<file path="src/rtl/wave_controller.sv">
// wave_controller: mode FSM, oscillator phase counter and once-per-sample divider scheduler.
// Define WAVE_CTRL_OVERRUN_CNT_EN to add the saturating overrun_cnt output.
module wave_controller #(
    parameter int SAMPLE_PERIOD = 256,
    parameter int COUNT_W       = 19
) (
    input  logic               clk,
    input  logic               n_rst,
    input  logic               mode_btn,
    input  logic [COUNT_W-1:0] divisor,
    input  logic               div_done,
    output logic [2:0]         mode,
    output logic [COUNT_W-1:0] count,
    output logic               div_start,
    output logic               sample_load,
    output logic               overrun
`ifdef WAVE_CTRL_OVERRUN_CNT_EN
    ,
    output logic [7:0]         overrun_cnt
`endif
);

    localparam int              PS_W    = $clog2(SAMPLE_PERIOD);
    localparam logic [PS_W-1:0] PS_LAST = PS_W'(SAMPLE_PERIOD - 1);

    typedef enum logic [1:0] {M_OFF, M_SQUARE, M_SAW, M_TRI} mode_t;
    typedef enum logic [1:0] {S_IDLE, S_START, S_WAIT, S_LOAD} sched_t;

    mode_t              r_live_mode, w_mode_nxt;
    sched_t             r_state, w_state_nxt;
    logic               r_btn_q;
    logic [COUNT_W-1:0] r_div_q;
    logic [COUNT_W-1:0] r_osc, w_osc_nxt;
    logic [PS_W-1:0]    r_presc;
    logic [2:0]         r_mode, w_snap_mode;
    logic [COUNT_W-1:0] r_count, w_snap_count;
    logic               w_snap_en;
    logic               w_tick;
    logic               w_drop;
    logic               r_overrun;

    assign w_tick  = (r_presc == PS_LAST);
    assign w_drop  = w_tick && (r_state != S_IDLE);
    assign mode    = r_mode;
    assign count   = r_count;
    assign overrun = r_overrun;

    // Only a rising edge advances, so holding the button counts once.
    always_comb begin
        w_mode_nxt = r_live_mode;
        if (mode_btn && !r_btn_q) begin
            case (r_live_mode)
                M_OFF:    w_mode_nxt = M_SQUARE;
                M_SQUARE: w_mode_nxt = M_SAW;
                M_SAW:    w_mode_nxt = M_TRI;
                default:  w_mode_nxt = M_OFF;
            endcase
        end
    end

    always_ff @(posedge clk or negedge n_rst) begin
        if (!n_rst) begin
            r_live_mode <= M_OFF;
            r_btn_q     <= 1'b0;
        end else begin
            r_live_mode <= w_mode_nxt;
            r_btn_q     <= mode_btn;
        end
    end

    // A note change restarts the phase at 0 rather than carrying an out-of-range count.
    always_comb begin
        w_osc_nxt = r_osc + COUNT_W'(1);
        if ((r_live_mode == M_OFF) || (divisor == '0) || (divisor != r_div_q) ||
            (r_osc >= divisor - COUNT_W'(1)))
            w_osc_nxt = '0;
    end

    always_ff @(posedge clk or negedge n_rst) begin
        if (!n_rst) begin
            r_div_q <= '0;
            r_osc   <= '0;
            r_presc <= '0;
        end else begin
            r_div_q <= divisor;
            r_osc   <= w_osc_nxt;
            r_presc <= w_tick ? '0 : r_presc + PS_W'(1);
        end
    end

    always_comb begin
        w_state_nxt  = r_state;
        w_snap_en    = 1'b0;
        w_snap_mode  = 3'd0;
        w_snap_count = '0;
        div_start    = 1'b0;
        sample_load  = 1'b0;
        case (r_state)
            S_IDLE: begin
                if (w_tick) begin
                    w_snap_en = 1'b1;
                    if (r_live_mode == M_OFF) begin
                        w_state_nxt = S_LOAD;
                    end else begin
                        w_snap_mode  = {1'b0, r_live_mode};
                        w_snap_count = r_osc;
                        w_state_nxt  = S_START;
                    end
                end
            end
            S_START: begin
                div_start   = 1'b1;
                w_state_nxt = S_WAIT;
            end
            S_WAIT: begin
                if (div_done)
                    w_state_nxt = S_LOAD;
            end
            S_LOAD: begin
                sample_load = 1'b1;
                w_state_nxt = S_IDLE;
            end
            default: w_state_nxt = S_IDLE;
        endcase
    end

    // Snapshot only moves in IDLE, so an in-flight divide always sees a stable {mode, count}.
    always_ff @(posedge clk or negedge n_rst) begin
        if (!n_rst) begin
            r_state   <= S_IDLE;
            r_mode    <= 3'd0;
            r_count   <= '0;
            r_overrun <= 1'b0;
        end else begin
            r_state <= w_state_nxt;
            if (w_snap_en) begin
                r_mode  <= w_snap_mode;
                r_count <= w_snap_count;
            end
            if (w_drop)
                r_overrun <= 1'b1;
        end
    end

`ifdef WAVE_CTRL_OVERRUN_CNT_EN
    logic [7:0] r_ovr_cnt;

    always_ff @(posedge clk or negedge n_rst) begin
        if (!n_rst)
            r_ovr_cnt <= 8'd0;
        else if (w_drop && (r_ovr_cnt != 8'hFF))
            r_ovr_cnt <= r_ovr_cnt + 8'd1;
    end

    assign overrun_cnt = r_ovr_cnt;
`endif

endmodule
</file>
<file path="config.mk">
export PLATFORM = sky130hd
export DESIGN_NAME = wave_controller
export DESIGN_NICKNAME = d
export VERILOG_FILES = /design/src/rtl/wave_controller.sv
export SDC_FILE = /design/constraint.sdc
export NUM_CORES = 1
export LEC_CHECK = 0
export ABC_AREA = 1
export ABC_CLOCK_PERIOD_IN_PS = 3300
export CAP_MARGIN = 5
export CORE_ASPECT_RATIO = 1.4
export CORE_UTILIZATION = 58
export DETAILED_ROUTE_END_ITERATION = 7
export PLACE_DENSITY_LB_ADDON = 0.3
export SLEW_MARGIN = 25
export SYNTH_ARGS = -nofsm -noshare
export SYNTH_HDL_FRONTEND = slang
export SYNTH_SLANG_ARGS = --single-unit
</file>
<file path="constraint.sdc">
create_clock -name clk -period 3.3 [get_ports clk]
set_clock_uncertainty 0.05 [all_clocks]
set_input_delay 0.99 -clock clk [delete_from_list [all_inputs] [get_ports clk]]
set_output_delay 0.99 -clock clk [all_outputs]
set_load 0.02 [all_outputs]
</file>
# --- Word-level counts from Yosys, hierarchy flattened ---
# Index checks and enable logic that the tools add are counted.
# W data, S select, Z words.
totals:
  word_cells: 50
  register_bits: 74
classes:
  n_eq_ne: 9
  n_addsub: 3
  muxes: 17
  n_reduce_logical: 11
  magnitude_cmp: 1
op_table:
  columns: ["operator", "n"]
  rows:
  - ["$mux W19", 4]
  - ["$add A19 B1 Y19 const B", 1]
  - ["$ge A19 B19 Y1", 1]
  - ["$logic_not A19 Y1", 1]
  - ["$ne A19 B19 Y1", 1]
  - ["$sub A19 B1 Y19 const B", 1]
  - ["$mux W2", 6]
  - ["$add A8 B1 Y8 const B", 1]
  - ["$eq A8 B8 Y1 const B", 1]
  - ["$mux W8", 1]
  - ["$pmux W2 S4", 1]
  - ["$eq A2 B2 Y1 const B", 3]
  - ["$pmux W2 S3", 1]
  - ["$eq A2 B1 Y1 const B", 2]
  - ["$logic_not A2 Y1", 2]
  - ["$mux W1", 4]
  - ["$ne A2 B2 Y1 const B", 2]
  - ["$logic_or A1 B1 Y1", 3]
  - ["$logic_and A1 B1 Y1", 2]
  - ["$reduce_and A2 Y1", 1]
  - ["$reduce_bool A2 Y1", 1]
  - ["$logic_not A1 Y1", 1]

# --- Longest topological paths before layout ---
# Gate-level depths: netlist (run 1).
depth:
  depth_word: 5
  mapped_depth: 19

# --- Worst setup path after synthesis (run 1) ---
# OpenSTA, ideal clock, no wires.
synth_timing:
  kind: "input to register"
  start: "in divisor[0]"
  end: "reg r_osc[14]"
  path_buffers: 1
  t_required_ns: 3.181
  setup_ns: 0.069
  setup_slack_ns: -0.127
  stages: 19
  t_arrival_ns: 3.308
  path_cell_list: "inv_1 -> ha_1 -> nand2_1 -> nor2_1 -> nand2_1 -> nor2_1 -> nand4_1 -> xor2_1 -> ha_1 -> nand2_1 -> inv_1 -> nor2_1 -> nand2_1 -> nor2_1 -> nand3_1 -> nor2_2 -> nand3_4 -> buf_6 -> nor2_2"
synth_via:
  elab_chain_cells: 5
  elab_cells_between_ends: 8
synth_rtl:
  columns: ["element", "line", "source"]
  rows:
  - ["from (decl)", "10", "input logic [COUNT_W-1:0] divisor,"]
  - ["parallel branches: the longest is 3 deep, another holds $sub A19 B1 Y19", null, null]
  - ["$logic_or A1 B1 Y1 *", "74", "if ((r_live_mode == M_OFF) || (divisor == '0) || (divisor != r_div_q) ||"]
  - ["$mux W19 *", "74", null]
  - ["via w_osc_nxt[14]", "33", "logic [COUNT_W-1:0] r_osc, w_osc_nxt;"]
  - ["to (signal assigned)", "86", "r_osc <= w_osc_nxt;"]
  - ["to (decl)", "33", null]
# Mark *: on every way through the listed nets, which the timed path passes.
# A chain may end at the register's enable or synchronous reset.

# --- Worst setup path after layout (run 1) ---
layout_timing:
  start: "in divisor[5]"
  end: "reg r_osc[3]"
# The elaborated chain is that of the path after synthesis.

==> impl_metrics.prom, run 1 <==
# TYPE chip_impl_metric gauge
chip_impl_info{name="outcome",value="complete, but fails checks"} 1
chip_impl_info{name="violated_checks",value="design-rule violations"} 1
chip_impl_metric{name="timing.max_cap.violations",unit=""} 0
chip_impl_metric{name="drive_above_1_share",unit=""} 0.195
chip_impl_metric{name="wl",unit="um"} 9330
chip_impl_metric{name="antenna_cells_inserted",unit=""} 0
chip_impl_metric{name="power-per-cell-area",unit="nW/um2"} 384
chip_impl_metric{name="worstPathArrival",unit="ns"} 3.50
chip_impl_metric{name="final_cell_count_no_fill",unit=""} 699
chip_impl_metric{name="setup-violations-final",unit=""} 0
chip_impl_metric{name="place_congestion",unit=""} 0.872
chip_impl_metric{name="clk_path_buf_depth",unit=""} 2
chip_impl_metric{name="post-route-period-util",unit=""} 0.987
chip_impl_metric{name="io_pins",unit=""} 48
chip_impl_metric{name="drtAntennaViolNets",unit=""} 0
chip_impl_info{name="yosys.cell_count.top_type",value="sky130_fd_sc_hd__nand2_1"} 1
chip_impl_metric{name="final-hold-violation-count",unit=""} 0
chip_impl_metric{name="fmax",unit="MHz"} 307
chip_impl_metric{name="cts-buffers-inserted",unit=""} 9
chip_impl_info{name="ys_top_cells_by_count",value="122 x sky130_fd_sc_hd__nand2_1, 73 x sky130_fd_sc_hd__dfrtp_1, 68 x sky130_fd_sc_hd__inv_1, 59 x sky130_fd_sc_hd__nor2_1, 29 x sky130_fd_sc_hd__ha_1"} 1
chip_impl_info{name="post-synth-top-area-cell",value="sky130_fd_sc_hd__dfrtp_1"} 1
chip_impl_metric{name="insertion_delay",unit="ns"} 0.36
chip_impl_metric{name="postLayoutCoreUtil",unit=""} 0.777
chip_impl_metric{name="vdd_ir_drop_max",unit="mV"} 0.272
chip_impl_metric{name="worst_ep_required_time",unit="ns"} 3.54
chip_impl_metric{name="mappedNetlistNets",unit=""} 549
chip_impl_info{name="cts.root.buffer_cell",value="sky130_fd_sc_hd__clkbuf_8"} 1
chip_impl_metric{name="first_pass_grt_wire_length",unit="um"} 14400
chip_impl_metric{name="antenna_violations_before_repair",unit=""} 0
chip_impl_metric{name="fin_crit",unit="ns"} 3.26
chip_impl_metric{name="placedCellCount",unit=""} 669
chip_impl_metric{name="grt_use_total",unit=""} 0.253
chip_impl_metric{name="final_critical_path_setup_slack",unit="ns"} 0.0432
chip_impl_metric{name="fillerInstances",unit=""} 483
chip_impl_info{name="synthFlopType",value="sky130_fd_sc_hd__dfrtp_1"} 1
chip_impl_info{name="critical_path.endpoint_type",value="register"} 1
chip_impl_metric{name="min_path_cells",unit=""} 1
chip_impl_metric{name="crit_fanout",unit=""} 5
chip_impl_metric{name="synth.top_cell.area_share",unit=""} 0.440
chip_impl_metric{name="drt_pre_antenna_iters",unit=""} 6
chip_impl_metric{name="synth_async_reset_ratio",unit=""} 1.00
chip_impl_metric{name="chipWidth",unit="um"} 73.5
chip_impl_metric{name="die_height",unit="um"} 102
chip_impl_metric{name="worst_setup_hold_path_clk_slew",unit="ns"} 0.08
chip_impl_metric{name="grt_pass1_vias",unit=""} 3353
chip_impl_metric{name="drt_drc_violations_left",unit=""} 1
chip_impl_metric{name="worst-r2r-cell-count",unit=""} 12
chip_impl_metric{name="areaGrowthSynthToFinish",unit="%"} 30.0
chip_impl_metric{name="num_vias",unit=""} 3558
chip_impl_metric{name="slew_headroom",unit=""} 0.547
chip_impl_metric{name="grt.overflow.total",unit=""} 0
chip_impl_metric{name="initial_utilization",unit=""} 0.598
chip_impl_metric{name="floorplan.rows",unit=""} 36
chip_impl_metric{name="ys.warnings.count",unit=""} 0
chip_impl_info{name="hold_class",value="register to register"} 1
chip_impl_metric{name="postSynthAreaPerCell",unit="um2"} 8.35
chip_impl_metric{name="post-dp-hpwl",unit="um"} 6390
chip_impl_metric{name="wire_per_inst",unit="um"} 13.3
chip_impl_metric{name="synthesis.area",unit="um2"} 4150
chip_impl_metric{name="tightest_slew",unit="ns"} 0.678
chip_impl_metric{name="grt_start_max_net_pins",unit=""} 48
chip_impl_metric{name="slew_violations",unit=""} 0
chip_impl_metric{name="leakage_power_of_the_design",unit="nW"} 2.60
chip_impl_metric{name="ys_seq_area_frac",unit=""} 0.440
chip_impl_metric{name="clock_sink_count",unit=""} 73
chip_impl_metric{name="htreeDepth",unit=""} 3
chip_impl_metric{name="synth-edff-count",unit=""} 0
chip_impl_metric{name="io_buffer_count",unit=""} 46
chip_impl_metric{name="preCtsSetupSlack",unit="ns"} -0.545
chip_impl_metric{name="drt-initial-drc-count",unit=""} 260
chip_impl_metric{name="via_per_inst",unit=""} 5.09
chip_impl_info{name="tritoncts",value="done"} 1
chip_impl_metric{name="fin_nets",unit=""} 651
chip_impl_metric{name="yosys_register_bits",unit=""} 73
chip_impl_info{name="synth_top_cells_by_area",value="sky130_fd_sc_hd__dfrtp_1 44%, sky130_fd_sc_hd__nand2_1 11%, sky130_fd_sc_hd__ha_1 8.7%"} 1
chip_impl_info{name="critical_path.startpoint_type",value="primary input"} 1
chip_impl_metric{name="coreArea",unit="um2"} 6940
chip_impl_metric{name="gate_count_post_synth",unit=""} 497
chip_impl_metric{name="die_area",unit="um2"} 7500
chip_impl_metric{name="synthDistinctLibCells",unit=""} 34
chip_impl_info{name="timing_worst_setup_path_type",value="primary input to register"} 1
[where the power goes]
| group | internal (W) | total, W | leakage [nW] | switching [W] |
|---|---|---|---|---|
| sequential | 0.000932 | 0.000954 | 0.952 | 0.0000225 |
| clock | 0.000367 | 0.000702 | 0.0953 | 0.000335 |
| combinational | 0.000160 | 0.000414 | 1.55 | 0.000254 |
[registers in the layout, indices dropped and copies added (netlist names)]
signal       flops
count           19
mode             2
overrun          1
r_btn_q          1
r_div_q         19
r_live_mode      2
r_osc           19
r_presc          8
r_state          2
[what timing repair did]
action,4_1_cts,5_1_grt
buffers inserted,8,3
resized for setup,11,39
endpoints found under the setup margin,19,19
hold buffers,0,0
pin swaps,7,23
cloned,0,3
[metrics by stage]
step	hold WS, ns	power (W)	instance area (um2)	setup TNS, ns
after detailed placement	0.408	0.00137	4990	-9.85
after global placement	0.394	0.00135	4990	-7.79
after CTS	0.419	0.00207	5250	0
after global routing	0.432	0.00217	5390	-2.21
final	0.416	0.00207	5390	0
after floorplan	0.383	0.00120	4160	0
[cells in the final DEF, fill, tap and decap left out, drive strengths merged]
| cell type | instances |
|---|---|
| o21bai | 1 |
| clkdlybuf4s15 | 1 |
| nor2 | 72 |
| nand3 | 22 |
| ha | 29 |
| clkdlybuf4s50 | 34 |
| nor4 | 1 |
| buf | 51 |
| nand4 | 9 |
| xnor2 | 16 |
| bufinv | 1 |
| clkinvlp | 3 |
| o21ai | 15 |
| inv | 67 |
| clkbuf | 20 |
| and2 | 1 |
| dfrtp | 73 |
| a21o | 1 |
| clkinv | 3 |
| xor2 | 25 |
| nand3b | 2 |
| dlymetal6s2s | 3 |
| nor3 | 6 |
| a21oi | 9 |
| o31ai | 13 |
| o22ai | 1 |
| conb | 1 |
| nand2 | 124 |
[critical path: stages]
cell                              delay [ns]
sky130_fd_sc_hd__clkdlybuf4s15_1        0.22
sky130_fd_sc_hd__nor2_2                 0.15
sky130_fd_sc_hd__nand2_2                0.10
sky130_fd_sc_hd__nor2_4                 0.10
sky130_fd_sc_hd__nand2_2                0.08
sky130_fd_sc_hd__nor2_4                 0.10
sky130_fd_sc_hd__nand4_1                0.11
sky130_fd_sc_hd__xor2_1                 0.16
sky130_fd_sc_hd__ha_1                   0.32
sky130_fd_sc_hd__nand2_1                0.09
sky130_fd_sc_hd__inv_1                  0.05
sky130_fd_sc_hd__nor2_1                 0.13
sky130_fd_sc_hd__nand2_1                0.07
sky130_fd_sc_hd__nor2_1                 0.13
sky130_fd_sc_hd__nand3_1                0.10
sky130_fd_sc_hd__nor2_2                 0.15
sky130_fd_sc_hd__nand3_4                0.15
sky130_fd_sc_hd__clkbuf_16              0.20
sky130_fd_sc_hd__nor2_1                 0.08
[metal layers]
layer / share of wire / wire length [um] / GRT usage / vias to the layer above
met5: 0 / 0 / 0 / -
met4: 0.039 / 367 / 0.161 / 0
met3: 0.035 / 330 / 0.0424 / 28
met2: 0.51 / 4770 / 0.411 / 96
met1: 0.41 / 3860 / 0.310 / 1666
li1: - / - / - / 1768
[path summary, 6_finish.rpt]
kind / from / end / slack, ns
max in group asynchronous: n_rst / r_state[0] / 1.94
worst max register to register: r_live_mode[0] / r_osc[3] / 1.03
worst max-delay path: divisor[5] / r_osc[3] / 0.04
worst min-delay path: r_presc[0] / r_presc[0] / 0.42
worst min register to register: r_presc[0] / r_presc[0] / 0.42
min in group asynchronous: n_rst / r_btn_q / 0.60
[layout make-up]
cell class | count | area, um2 | area share
clock inverters | 5 | 55.1 | 0.0102
inverters | 69 | 264 | 0.0490
clock buffers | 11 | 141 | 0.0262
repair buffers | 98 | 882 | 0.164
flip-flops and latches | 73 | 1830 | 0.339
well taps | 95 | 119 | 0.0221
multi-input cells | 348 | 2100 | 0.390
[kinds of logic (layout without fill, tap and decap cells)]
logic type	Yosys count	count (layout)	share of synthesized area
and+or+nand+nor	237	237	0.251
AOI/OAI and AO/OA	40	40	0.0588
adders and majority gates	29	29	0.0875
other	1	1	0.000904
xor gates and xnor gates	41	41	0.0866
DFF	73	73	0.440
buffers and inverters	76	183	0.0745
Power figures use the tool's default switching activity.
==> run 2: changes to the inputs <==
- CAP_MARGIN: 5 -> default
==> results of run 2 <==
Final layout, timing and power as in run 1 (identical DEF).
==> run 3: changes to the inputs <==
- REMOVE_ABC_BUFFERS: default -> 1
==> run 3 against run 2 <==
  * The run ends with negative setup slack left
  * Routed wire length up 16%
  * Global-route usage up 4.5 points
  * Sequential cell count unchanged
  * Final area up 5.0%
  * Non-clock buffer count up 10
  * Fmax down 2.9%
  * Via count up 4.3%
==> impl_metrics.prom, run 3 (same netlist as run 1, synthesis figures left out) <==
# TYPE chip_impl_metric gauge
chip_impl_info{name="outcome",value="complete, but fails checks"} 1
chip_impl_info{name="violated_checks",value="negative setup slack"} 1
chip_impl_metric{name="final_critical_path_setup_slack",unit="ns"} -0.0531
chip_impl_metric{name="worstPathArrival",unit="ns"} 3.60
chip_impl_metric{name="total_switching_power",unit="W"} 0.000629
chip_impl_info{name="crit_path_cell_trace",value="clkdlybuf4s15_2, inv_2, ha_4, nand2_4, nor2_4, nand2_2, nor2_4, buf_6, nand2_2, xor2_2, ha_1, nand2_2, inv_1, nand2_1, nand2_1, nand2_1, nand3_1, nor2_2, nand3_4, buf_12, buf_16, nor2_2"} 1
chip_impl_info{name="hold_class",value="register to register"} 1
chip_impl_metric{name="grt_start_max_net_pins",unit=""} 48
chip_impl_metric{name="leakage_power_of_the_design",unit="nW"} 2.71
chip_impl_metric{name="timing.max_cap.violations",unit=""} 0
chip_impl_metric{name="worst_setup_hold_path_clk_slew",unit="ns"} 0.07
chip_impl_metric{name="fin_nets",unit=""} 661
chip_impl_metric{name="die_height",unit="um"} 102
chip_impl_metric{name="io_buffer_count",unit=""} 46
chip_impl_metric{name="register_share_of_total_power",unit=""} 0.444
chip_impl_metric{name="initial_utilization",unit=""} 0.598
chip_impl_metric{name="power.share.combinational",unit=""} 0.207
chip_impl_metric{name="max_stage_delay",unit="ns"} 0.31
chip_impl_metric{name="drt_drc_violations_left",unit=""} 0
chip_impl_metric{name="drt-initial-drc-count",unit=""} 217
chip_impl_metric{name="crit_fanout",unit=""} 5
chip_impl_metric{name="areaGrowthSynthToFinish",unit="%"} 36.4
chip_impl_info{name="critical_path.endpoint_type",value="register"} 1
chip_impl_metric{name="post_dp_cell_area",unit="um2"} 4970
chip_impl_info{name="top_usage_layer",value="met2"} 1
chip_impl_metric{name="die_area",unit="um2"} 7500
chip_impl_info{name="critical_path.startpoint_type",value="primary input"} 1
chip_impl_metric{name="postLayoutCoreUtil",unit=""} 0.816
chip_impl_metric{name="swShare",unit=""} 0.293
chip_impl_metric{name="slew_violations",unit=""} 0
chip_impl_metric{name="final-hold-violation-count",unit=""} 0
chip_impl_metric{name="gr-usage-met1",unit=""} 0.320
chip_impl_metric{name="slew_headroom",unit=""} 0.537
chip_impl_metric{name="tightest_slew",unit="ns"} 0.692
chip_impl_metric{name="post-dp-hpwl",unit="um"} 6500
chip_impl_info{name="timing_worst_setup_path_type",value="primary input to register"} 1
chip_impl_metric{name="antenna_cells_inserted",unit=""} 0
chip_impl_metric{name="post-route-period-util",unit=""} 1.02
chip_impl_metric{name="via_per_inst",unit=""} 5.25
chip_impl_metric{name="fillerInstances",unit=""} 439
chip_impl_metric{name="antenna_violations_before_repair",unit=""} 0
chip_impl_metric{name="num_vias",unit=""} 3710
chip_impl_metric{name="floorplan.rows",unit=""} 36
chip_impl_metric{name="drtAntennaViolNets",unit=""} 0
chip_impl_metric{name="cts-buffers-inserted",unit=""} 9
chip_impl_info{name="layout.cells.most_common",value="sky130_fd_sc_hd__nand2_1"} 1
chip_impl_metric{name="preCtsSetupSlack",unit="ns"} -0.685
chip_impl_metric{name="drive_above_1_share",unit=""} 0.245
chip_impl_info{name="critical_path_slowest_stage_cell",value="sky130_fd_sc_hd__ha_1"} 1
chip_impl_metric{name="clockPowerShare",unit=""} 0.349
chip_impl_metric{name="wire_per_inst",unit="um"} 15.3
chip_impl_metric{name="clock_sink_count",unit=""} 73
chip_impl_metric{name="insertion_delay",unit="ns"} 0.36
chip_impl_metric{name="p_int",unit="W"} 0.00152
chip_impl_metric{name="htreeDepth",unit=""} 3
chip_impl_metric{name="total_power",unit="W"} 0.00215
chip_impl_metric{name="io_pins",unit=""} 48
chip_impl_metric{name="grt.overflow.total",unit=""} 0
chip_impl_metric{name="grt_pass1_vias",unit=""} 3681
chip_impl_metric{name="wl",unit="um"} 10800
chip_impl_metric{name="grt_met3_use",unit=""} 0.0661
chip_impl_metric{name="final_cell_area",unit="um2"} 5660
chip_impl_metric{name="vdd_ir_drop_max",unit="mV"} 0.346
chip_impl_metric{name="final.hold.worst_slack",unit="ns"} 0.425
chip_impl_info{name="layout_common_cells",value="112 x sky130_fd_sc_hd__nand2_1, 73 x sky130_fd_sc_hd__dfrtp_1, 66 x sky130_fd_sc_hd__inv_1"} 1
chip_impl_metric{name="coreArea",unit="um2"} 6940
chip_impl_metric{name="first_pass_grt_wire_length",unit="um"} 16500
chip_impl_metric{name="clk_path_buf_depth",unit=""} 2
chip_impl_metric{name="place_congestion",unit=""} 0.823
chip_impl_metric{name="fmax",unit="MHz"} 298
chip_impl_metric{name="worst_ep_required_time",unit="ns"} 3.55
chip_impl_metric{name="grt_use_total",unit=""} 0.298
chip_impl_metric{name="multiInputGateArea",unit="um2"} 2230
chip_impl_metric{name="drt_pre_antenna_iters",unit=""} 4
chip_impl_metric{name="chipWidth",unit="um"} 73.5
chip_impl_metric{name="fin_crit",unit="ns"} 3.35
chip_impl_metric{name="globalRouteMet2Util",unit=""} 0.515
chip_impl_metric{name="setup-violations-final",unit=""} 19
chip_impl_metric{name="seqCellArea",unit="um2"} 1830
chip_impl_metric{name="power-per-cell-area",unit="nW/um2"} 380
chip_impl_info{name="cts.root.buffer_cell",value="sky130_fd_sc_hd__clkbuf_8"} 1
chip_impl_info{name="tritoncts",value="done"} 1
## run 3: power groups by stage
stage / Sequential [W] / Combinational [W] / Clock [W]
5_1_grt: 0.000958 / 0.000499 / 0.000786
3_5_place_dp: 0.000971 / 0.000407 / 0
4_1_cts: 0.000953 / 0.000430 / 0.000750
2_1_floorplan: 0.000966 / 0.000232 / 0
6_report: 0.000954 / 0.000445 / 0.000750
3_3_place_gp: 0.000968 / 0.000393 / 0
## run 3: metrics by stage
| stage | setup TNS [ns] | instances |
|---|---|---|
| CTS | 0 | 705 |
| global placement | -11.77 | 669 |
| finish | -0.787 | 707 |
| detailed placement | -12.62 | 669 |
| floorplan | -1.98 | 490 |
| global route | -4.07 | 707 |
## run 3: what timing repair did
action | 4_1_cts | 5_1_grt
setup buffers | 20 | 2
pin swaps | 26 | 28
setup endpoints to repair | 19 | 19
hold buffers | 0 | 0
gates cloned | 3 | 0
gates resized for setup | 52 | 40
## run 3: final cells by class
cell class / instances / share of cell area
Inverter: 69 / 0.0460
Clock buffer: 10 / 0.0226
Sequential cell: 73 / 0.323
Multi-Input combinational cell: 348 / 0.395
Tap cell: 95 / 0.0210
Clock inverter: 4 / 0.0124
Timing Repair Buffer: 108 / 0.181
## run 3: worst max-delay path: cells and delay by family
kind,cells,cell delay [ns]
adder cells (fa/ha/maj),2,0.45
XOR/XNOR,1,0.16
AND/OR/NAND/NOR,13,1.26
buffers and inverters,6,0.73
## run 3: path summary, 6_finish.rpt
kind | endpoint | from | slack [ns] | depth (start not counted)
min in group asynchronous | mode[1] | n_rst | 0.60 | 1
worst min register to register | r_presc[0] | r_presc[0] | 0.42 | 1
max in group asynchronous | r_div_q[16] | n_rst | 1.93 | 2
worst max register to register | count[15] | r_presc[0] | 1.19 | 7
worst min-delay path | r_presc[0] | r_presc[0] | 0.42 | 1
worst max-delay path | r_osc[9] | divisor[0] | -0.05 | 22
## run 3: metal layers
layer  share of wire  up-vias
met5               0        -
met3           0.037       53
met2            0.53      129
met1            0.37     1745
li1                -     1783
met4           0.062        0
